$ cat src/rtl/alu_flag_stage.sv
// Registered result/flag stage behind the ripple adder: computes C,S,Z,P,OF,
// buffers results in a small FIFO and counts delivered overflowing results.
module alu_flag_stage #(
    parameter int WIDTH = 16,
    parameter int DEPTH = 2,
    parameter int CNT_W = 8
) (
    input  logic             clk,
    input  logic             rst,
    input  logic             in_valid,
    output logic             in_ready,
    input  logic [WIDTH-1:0] in_a,
    input  logic [WIDTH-1:0] in_b,
    input  logic [WIDTH-1:0] in_sum,
    input  logic             in_cout,
    output logic             out_valid,
    input  logic             out_ready,
    output logic [WIDTH-1:0] out_sum,
    output logic [4:0]       out_flags,
    output logic [CNT_W-1:0] ovf_cnt,
    input  logic             ovf_clr
);

    localparam int             PTR_W    = $clog2(DEPTH);
    localparam logic [PTR_W:0] FULL_CNT = (PTR_W+1)'(DEPTH);
    localparam int             FLAG_OF  = 0;

    logic [WIDTH-1:0] sum_mem  [DEPTH];
    logic [4:0]       flag_mem [DEPTH];
    logic [PTR_W-1:0] wr_ptr;
    logic [PTR_W-1:0] rd_ptr;
    logic [PTR_W:0]   count;

    logic       push;
    logic       pop;
    logic       a_neg;
    logic       b_neg;
    logic       s_neg;
    logic [4:0] flags_in;

    assign in_ready  = !rst && (count < FULL_CNT);
    assign out_valid = (count != '0);
    assign push      = in_valid && in_ready;
    assign pop       = out_valid && out_ready;

    // Sign tests on the full operands; these reduce to the MSBs.
    assign a_neg = $signed(in_a)   < $signed({WIDTH{1'b0}});
    assign b_neg = $signed(in_b)   < $signed({WIDTH{1'b0}});
    assign s_neg = $signed(in_sum) < $signed({WIDTH{1'b0}});

    // {C, S, Z, P(even), OF}
    assign flags_in = {in_cout,
                       s_neg,
                       (in_sum == '0),
                       ~^in_sum,
                       (a_neg == b_neg) && (s_neg != a_neg)};

    assign out_sum   = out_valid ? sum_mem[rd_ptr]  : '0;
    assign out_flags = out_valid ? flag_mem[rd_ptr] : '0;

    // NOTE: storage is not reset; entries are only observable through out_valid,
    // and the zero-gating above hides stale contents after reset.
    always_ff @(posedge clk) begin
        if (push) begin
            sum_mem[wr_ptr]  <= in_sum;
            flag_mem[wr_ptr] <= flags_in;
        end
    end

    always_ff @(posedge clk) begin
        if (rst) begin
            wr_ptr <= '0;
            rd_ptr <= '0;
            count  <= '0;
        end else begin
            if (push) begin
                wr_ptr <= wr_ptr + PTR_W'(1);
            end
            if (pop) begin
                rd_ptr <= rd_ptr + PTR_W'(1);
            end
            case ({push, pop})
                2'b10:   count <= count + (PTR_W+1)'(1);
                2'b01:   count <= count - (PTR_W+1)'(1);
                default: count <= count;
            endcase
        end
    end

    always_ff @(posedge clk) begin
        if (rst || ovf_clr) begin
            ovf_cnt <= '0;
        end else if (pop && flag_mem[rd_ptr][FLAG_OF] && (ovf_cnt != '1)) begin
            ovf_cnt <= ovf_cnt + CNT_W'(1);
        end
    end

endmodule

$ cat config.mk
export PLATFORM = sky130hd
export DESIGN_NAME = alu_flag_stage
export DESIGN_NICKNAME = d
export VERILOG_FILES = /design/src/rtl/alu_flag_stage.sv
export SDC_FILE = /design/constraint.sdc
export NUM_CORES = 1
export LEC_CHECK = 0
export BUFFER_PORTS_ARGS = -buffer_cell sky130_fd_sc_hd__buf_2
export CORE_MARGIN = 8
export CORE_UTILIZATION = 40
export CTS_CLUSTER_SIZE = 24
export DETAILED_ROUTE_END_ITERATION = 10
export MAX_ROUTING_LAYER = met4
export PLACE_DENSITY = 0.67
export SLEW_MARGIN = 25
export SYNTH_ARGS = -nofsm -noshare
export SYNTH_HDL_FRONTEND = slang
export SYNTH_SLANG_ARGS = --single-unit
export TNS_END_PERCENT = 30
$ cat constraint.sdc
create_clock -name clk -period 2.7 [get_ports clk]
set_input_delay 0.27 -clock clk [delete_from_list [all_inputs] [get_ports clk]]
set_output_delay 0.27 -clock clk [all_outputs]
set_load 0.01 [all_outputs]
==> impl_metrics.csv, run 1 <==
group,metric,value,unit
detailed_routing,wl,4.48,mm
global_route,grt_max_degree,21,
synth,synth_area_leaders,"edfxtp_1 (51%), dfxtp_1 (11%), mux2i_1 (8.9%), ha_1 (5.3%), nor2_1 (4.9%)",
critical_path,cp_slowest_cell,"dfxtp_1",
timing,finalSetupViolCount,0,
clock_network,cts_resized,0,
timing,worstMarginPinSlew,0.655,ns
timing,drv_slew,0,
detailed_routing,drc,0,
critical_path,critPathTopFamily,"flip-flops",
global_route,grt_pass1_wl,7.36,mm
critical_path,setup.worst_path.end_class,"primary output",
critical_path,reg2reg_depth,4,
placement,dpl_cell_area,0.00274,mm^2
floorplan,core,0.00582,mm^2
critical_path,cp.buffers_inverters,2,
clock_network,cts_tree,"done",
floorplan,rows,28,
clock_network,root_buffer,"clkbuf_8",
synth,synth_edf_count,40,
critical_path,critical_path_class,"reg2out",
critical_path,reg2reg_from,"count[1]$_SDFFE_PP0P_",
synth,postSynthCellCount,191,
clock_network,worstSkewPairLatency,0.29,ns
finish,postLayoutCellArea,0.00282,mm^2
finish,nets,315,
detailed_routing,drtAntennaViolNets,0,
timing,hold_violations,0,
synth,syn-cell-area,0.00236,mm^2
detailed_routing,dr.pass1.iters,4,
finish,final-seq-area,0.00146,mm^2
synth,synth_common_cells,"edfxtp_1 (40), nor2_1 (31), mux2i_1 (21)",
hold_path,hold_class,"in2reg",
detailed_routing,num_vias,1553,
synth,synth_ff_type,"edfxtp_1",
timing,fin_crit,1.95,ns
floorplan,ios,85,
timing,fmax,0.512,GHz
run,drv_cap,0,
critical_path,max_stage_delay,0.63,ns
placement,globalplace.congestion,0.775,
clock_network,clk_pin_slew,0.08,ns
global_route,grt_use_total,11.1,%
critical_path,path_max_fanout,13,
critical_path,r2r-end,"sum_mem[0][12]$_DFFE_PP_",
finish,antenna_cells,0,
global_route,antenna_found_initial,0,
critical_path,crit_path_cell_trace,"buf_4 > mux2i_1 > nor2_1 > buf_2",
synth,synth.avg_cell_area,12.4,um^2
finish,nFillCells,567,
floorplan,die_x,92.9,um
floorplan,start_util,40.6,%
synth,synth_most_common_cell,"edfxtp_1",
timing,rsz0062_at_grt,"false",
clock_network,post-cts-setup-buffer-count,0,
critical_path,worst_ep_arrival_time,1.68,ns
power_and_ir_drop,p_leak,1.15,nW
detailed_routing,wl_per_cell,13.7,um
global_route,grt.overflow.total,0,
finish,multiInputGateArea,801,um^2
finish,layout-drive-gt1-share,27.9,%
critical_path,cp_num_cells,4,
synth,ys_seq_elements,53,
synth,syn_nets,255,
critical_path,worstSetupStartpointType,"flip-flop",
placement,dp_hpwl,3.40,mm
detailed_routing,drtIter0Drc,41,
global_route,grt_pass1_vias,1572,
clock_network,cts_sinks,53,
synth,synth_warnings,0,
placement,port_buffers,54,
floorplan,dieArea,0.00862,mm^2
detailed_routing,routed_via_density,4.76,
synth,synth_top_area_cell,"edfxtp_1",
synth,async_flop_share,0,%
clock_network,cts_buffer_depth,2,
floorplan,die_h,92.9,um
timing,setup_tns,0,ns
critical_path,r2r_setup_slack,0.88,ns
critical_path,endpoint,"out_sum[9]",
finish,syn2layout_area_growth,19.1,%
clock_network,cts_buffers,5,
critical_path,crit_required,2.43,ns
synth,synth.top_cell.area_share,50.8,%
synth,yosysUniqueCellTypes,32,
timing,post-route-period-util,72.3,%
power_and_ir_drop,vdd_drop_max,0.252,mV
clock_network,htree_num_levels,2,
power_and_ir_drop,pwr_density_cell,753,mW/mm^2
run_status,status,"finished clean",
clock_network,postCtsHoldBufs,0,
timing,max-slew-margin-rel,56.3,%
synth,ys_seq_area_share,61.8,%
timing,fin_skew,0.00259,ns
-- metrics by stage --
step | hold WS, ns | total power [mW] | std cells | util [%] | setup WS [ns]
floorplan | 0.339 | 1.49 | 191 | - | 0.710
global placement | 0.460 | 1.75 | 319 | 47.1 | 0.796
detailed placement | 0.461 | 1.76 | 319 | 47.1 | 0.780
CTS | 0.149 | 2.17 | 326 | 48.4 | 0.691
global route | 0.150 | 2.26 | 326 | 48.4 | 0.611
finish | 0.161 | 2.12 | 326 | 48.4 | 0.748
-- layout by cell type (no fill, tap or decap), types with 2 or more instances in the layout --
cell type,netlist,routed
nand2_1,4,4
xnor2_1,9,9
nand3_1,3,3
inv_1,17,17
or3_1,5,5
nand4_1,3,3
xor2_1,3,3
buf_2,2,54
edfxtp_1,40,40
clkbuf_8,0,5
buf_4,1,5
nor4_1,2,2
a21oi_1,5,5
dfxtp_1,13,13
o21ai_0,4,4
mux2i_1,21,21
clkinv_1,1,2
ha_1,10,10
nor2_1,31,30
inv_2,2,2
and3_1,2,2
-- state kept, by name (all words and copies together) (netlist names), named ones only --
signal and count:
wr_ptr 1, flag_mem 10, ovf_cnt 8, count 2
sum_mem 30, rd_ptr 1
-- power by group --
part	internal (mW)	switching [mW]
clock	0.175	0.229
combinational	0.312	0.396
sequential	0.957	0.0520
total	1.44	0.677
-- worst min path at each step --
stage | startpoint | to | cells after the start
floorplan | rst | count[1]$_SDFFE_PP0P_ | 1
global placement | in_cout | flag_mem[1][4]$_DFFE_PP_ | 1
detailed placement | in_cout | flag_mem[0][4]$_DFFE_PP_ | 1
CTS | in_cout | flag_mem[0][4]$_DFFE_PP_ | 1
global route | in_cout | flag_mem[1][4]$_DFFE_PP_ | 1
finish | in_cout | flag_mem[0][4]$_DFFE_PP_ | 1
-- layout make-up --
class	instances	share of cell area, %
sequential	53	51.9
multi-input combinational	112	28.4
timing repair buffer	59	10.9
tap	75	3.33
inverter	20	2.67
clock buffer	6	2.58
clock inverter	1	0.133
-- worst reg2reg max path: stages, from the launching register on --
cell     delay (ns)
dfxtp_1        0.36
nor2_1         0.19
nand2_1        0.14
nor2_2         0.53
buf_4          0.31
-- per-layer routing --
| metal | wire length (um) | GRT usage [%] |
|---|---|---|
| met2 | 2320 | 18.7 |
| met4 | 60 | 4.03 |
| met1 | 1970 | 12.6 |
| met3 | 133 | 2.43 |
| met5 | 0 | - |
-- logic make-up (layout without fill, tap and decap cells) --
group / count (synthesis) / after routing / share of synthesized area [%]
flops: 53 / 53 / 61.8
fa+ha+maj: 10 / 10 / 5.29
xor+xnor: 12 / 12 / 4.45
compound gates: 15 / 15 / 4.50
buf+inv: 26 / 86 / 4.39
mux: 22 / 22 / 9.37
simple gates: 53 / 53 / 10.2
Note: power is estimated with default switching activity, not from simulation.
==> run 2, diff against run 1 <==
Clock period 2.7 ns to 1.8 ns, I/O delays scaled along.
==> impl_metrics.csv, run 2 (synthesized netlist as in run 1, its figures left out) <==
group,metric,value,unit
run_status,status,"finished clean",
critical_path,max_stage_delay,0.35,ns
finish,regMostFlops,"sum_mem",
floorplan,die_x,92.9,um
floorplan,start_util,40.6,%
global_route,antenna_found_initial,0,
global_route,grt_max_degree,21,
detailed_routing,dr.pass1.iters,4,
critical_path,critPathTopFamily,"simple AND/OR/NAND/NOR gates",
timing,setup_tns,0,ns
floorplan,ios,85,
floorplan,rows,28,
finish,layout-drive-gt1-share,30.3,%
clock_network,postCtsHoldBufs,0,
detailed_routing,drc,0,
global_route,grt_use_total,11.5,%
finish,final_cell_mix,"buf_2 (54), edfxtp_1 (40), nor2_1 (29)",
finish,nFillCells,545,
clock_network,clk_pin_slew,0.09,ns
timing,post-route-period-util,89.2,%
finish,nets,317,
critical_path,setup.worst_path.end_class,"flip-flop",
timing,finalSetupViolCount,0,
finish,antenna_cells,0,
finish,largest_register_ffs,30,
timing,rsz0062_at_grt,"false",
critical_path,path_max_fanout,7,
hold_path,hold_depth,1,
placement,dp_hpwl,3.30,mm
global_route,grt.overflow.total,0,
detailed_routing,routed_via_density,4.75,
clock_network,cts_sinks,53,
placement,port_buffers,54,
placement,dp_cells,321,
critical_path,worst_ep_arrival_time,1.83,ns
hold_path,hold_class,"in2reg",
critical_path,crit_required,2.03,ns
clock_network,cts_tree,"done",
clock_network,root_buffer,"clkbuf_8",
clock_network,cts_buffers,5,
power_and_ir_drop,pwr_density_cell,1180,mW/mm^2
critical_path,r2r_setup_slack,0.19,ns
floorplan,die_h,92.9,um
clock_network,htree_num_levels,2,
critical_path,cp_slowest_cell,"dfxtp_1",
critical_path,critical_path_class,"reg2reg",
finish,syn2layout_area_growth,21.5,%
critical_path,crit_path_cell_trace,"ha_1 > nand2_1 > o311ai_4 > buf_4 > or3_1 > a21oi_1",
detailed_routing,drtAntennaViolNets,0,
detailed_routing,wl,4.45,mm
floorplan,core,0.00582,mm^2
global_route,grt_pass1_wl,7.72,mm
critical_path,r2r-end,"ovf_cnt[4]$_SDFFE_PP0P_",
finish,final-seq-area,0.00146,mm^2
critical_path,reg2reg_from,"ovf_cnt[0]$_SDFFE_PP0P_",
finish,reg_top3,"sum_mem x30, flag_mem x10, ovf_cnt x8",
detailed_routing,num_vias,1562,
detailed_routing,wl_per_cell,13.5,um
finish,final_common_cell,"buf_2",
finish,multiInputGateArea,803,um^2
timing,fin_skew,0.00669,ns
critical_path,worstSetupStartpointType,"flip-flop",
timing,worstMarginPinSlew,0.333,ns
power_and_ir_drop,p_leak,1.18,nW
timing,fin_crit,1.61,ns
finish,final_cells,329,
run,drv_cap,0,
power_and_ir_drop,vdd_drop_max,0.456,mV
placement,globalplace.congestion,0.761,
timing,max-slew-margin-rel,77.6,%
timing,drv_slew,0,
clock_network,post-cts-setup-buffer-count,0,
clock_network,cts_resized,0,
timing,fmax,0.622,GHz
critical_path,reg2reg_depth,6,
global_route,grt_pass1_vias,1692,
hold_path,hp-start,"in_cout",
hold_path,min_to,"flag_mem[1][4]$_DFFE_PP_",
timing,hold_violations,0,
critical_path,cp.buffers_inverters,1,
clock_network,worstSkewPairLatency,0.30,ns
floorplan,dieArea,0.00862,mm^2
detailed_routing,drtIter0Drc,54,
clock_network,cts_buffer_depth,2,
run 2: cell types whose count changed in the layout (fill, tap and decap cells not counted), sizes merged:
cell and change:
buf +2, bufinv +1, clkbuf -1, clkinv -1, clkinvlp +1, inv +1
run 2: layout make-up:
class	count	area share (%)
repair buffers	61	11.2
clock inverters	3	1.61
multi-input cells	112	28.0
inverters	20	2.61
clock buffers	5	2.40
flip-flops and latches	53	50.9
well taps	75	3.27
run 2: power breakdown:
group / switching, mW / internal, mW / total (mW)
registers: 0.0535 / 1.44 / 1.49
logic: 0.629 / 0.485 / 1.11
clock network: 0.371 / 0.416 / 0.787
run 2: through the flow:
stage	setup WS (ns)	utilization (%)	area (um^2)	total power [mW]	hold WS (ns)
2_1_floorplan	0.130	-	2370	2.23	0.249
3_3_place_gp	0.167	47.4	2760	2.65	0.369
3_5_place_dp	0.141	47.4	2760	2.66	0.373
4_1_cts	0.123	49.4	2870	3.46	0.0533
5_1_grt	0.0592	49.4	2870	3.60	0.0593
6_report	0.194	49.4	2870	3.39	0.0703
run 2: worst max path at each step:
stage	to	from	cells after the start	slack, ns
after floorplan	flag_mem[0][0]$_DFFE_PP_	count[1]$_SDFFE_PP0P_	3	0.13
after global placement	count[1]$_SDFFE_PP0P_	count[1]$_SDFFE_PP0P_	5	0.17
after detailed placement	count[1]$_SDFFE_PP0P_	count[1]$_SDFFE_PP0P_	5	0.14
after CTS	count[1]$_SDFFE_PP0P_	count[1]$_SDFFE_PP0P_	5	0.12
after global routing	count[1]$_SDFFE_PP0P_	count[1]$_SDFFE_PP0P_	5	0.06
final	ovf_cnt[4]$_SDFFE_PP0P_	ovf_cnt[0]$_SDFFE_PP0P_	6	0.19
run 2: layer usage:
layer | global-route usage, % | vias to the layer above | wire [um]
met4 | 4.03 | 0 | 37
met5 | - | - | 0
met3 | 2.27 | 2 | 184
met1 | 12.6 | 732 | 1870
li1 | - | 793 | -
met2 | 20.1 | 35 | 2360
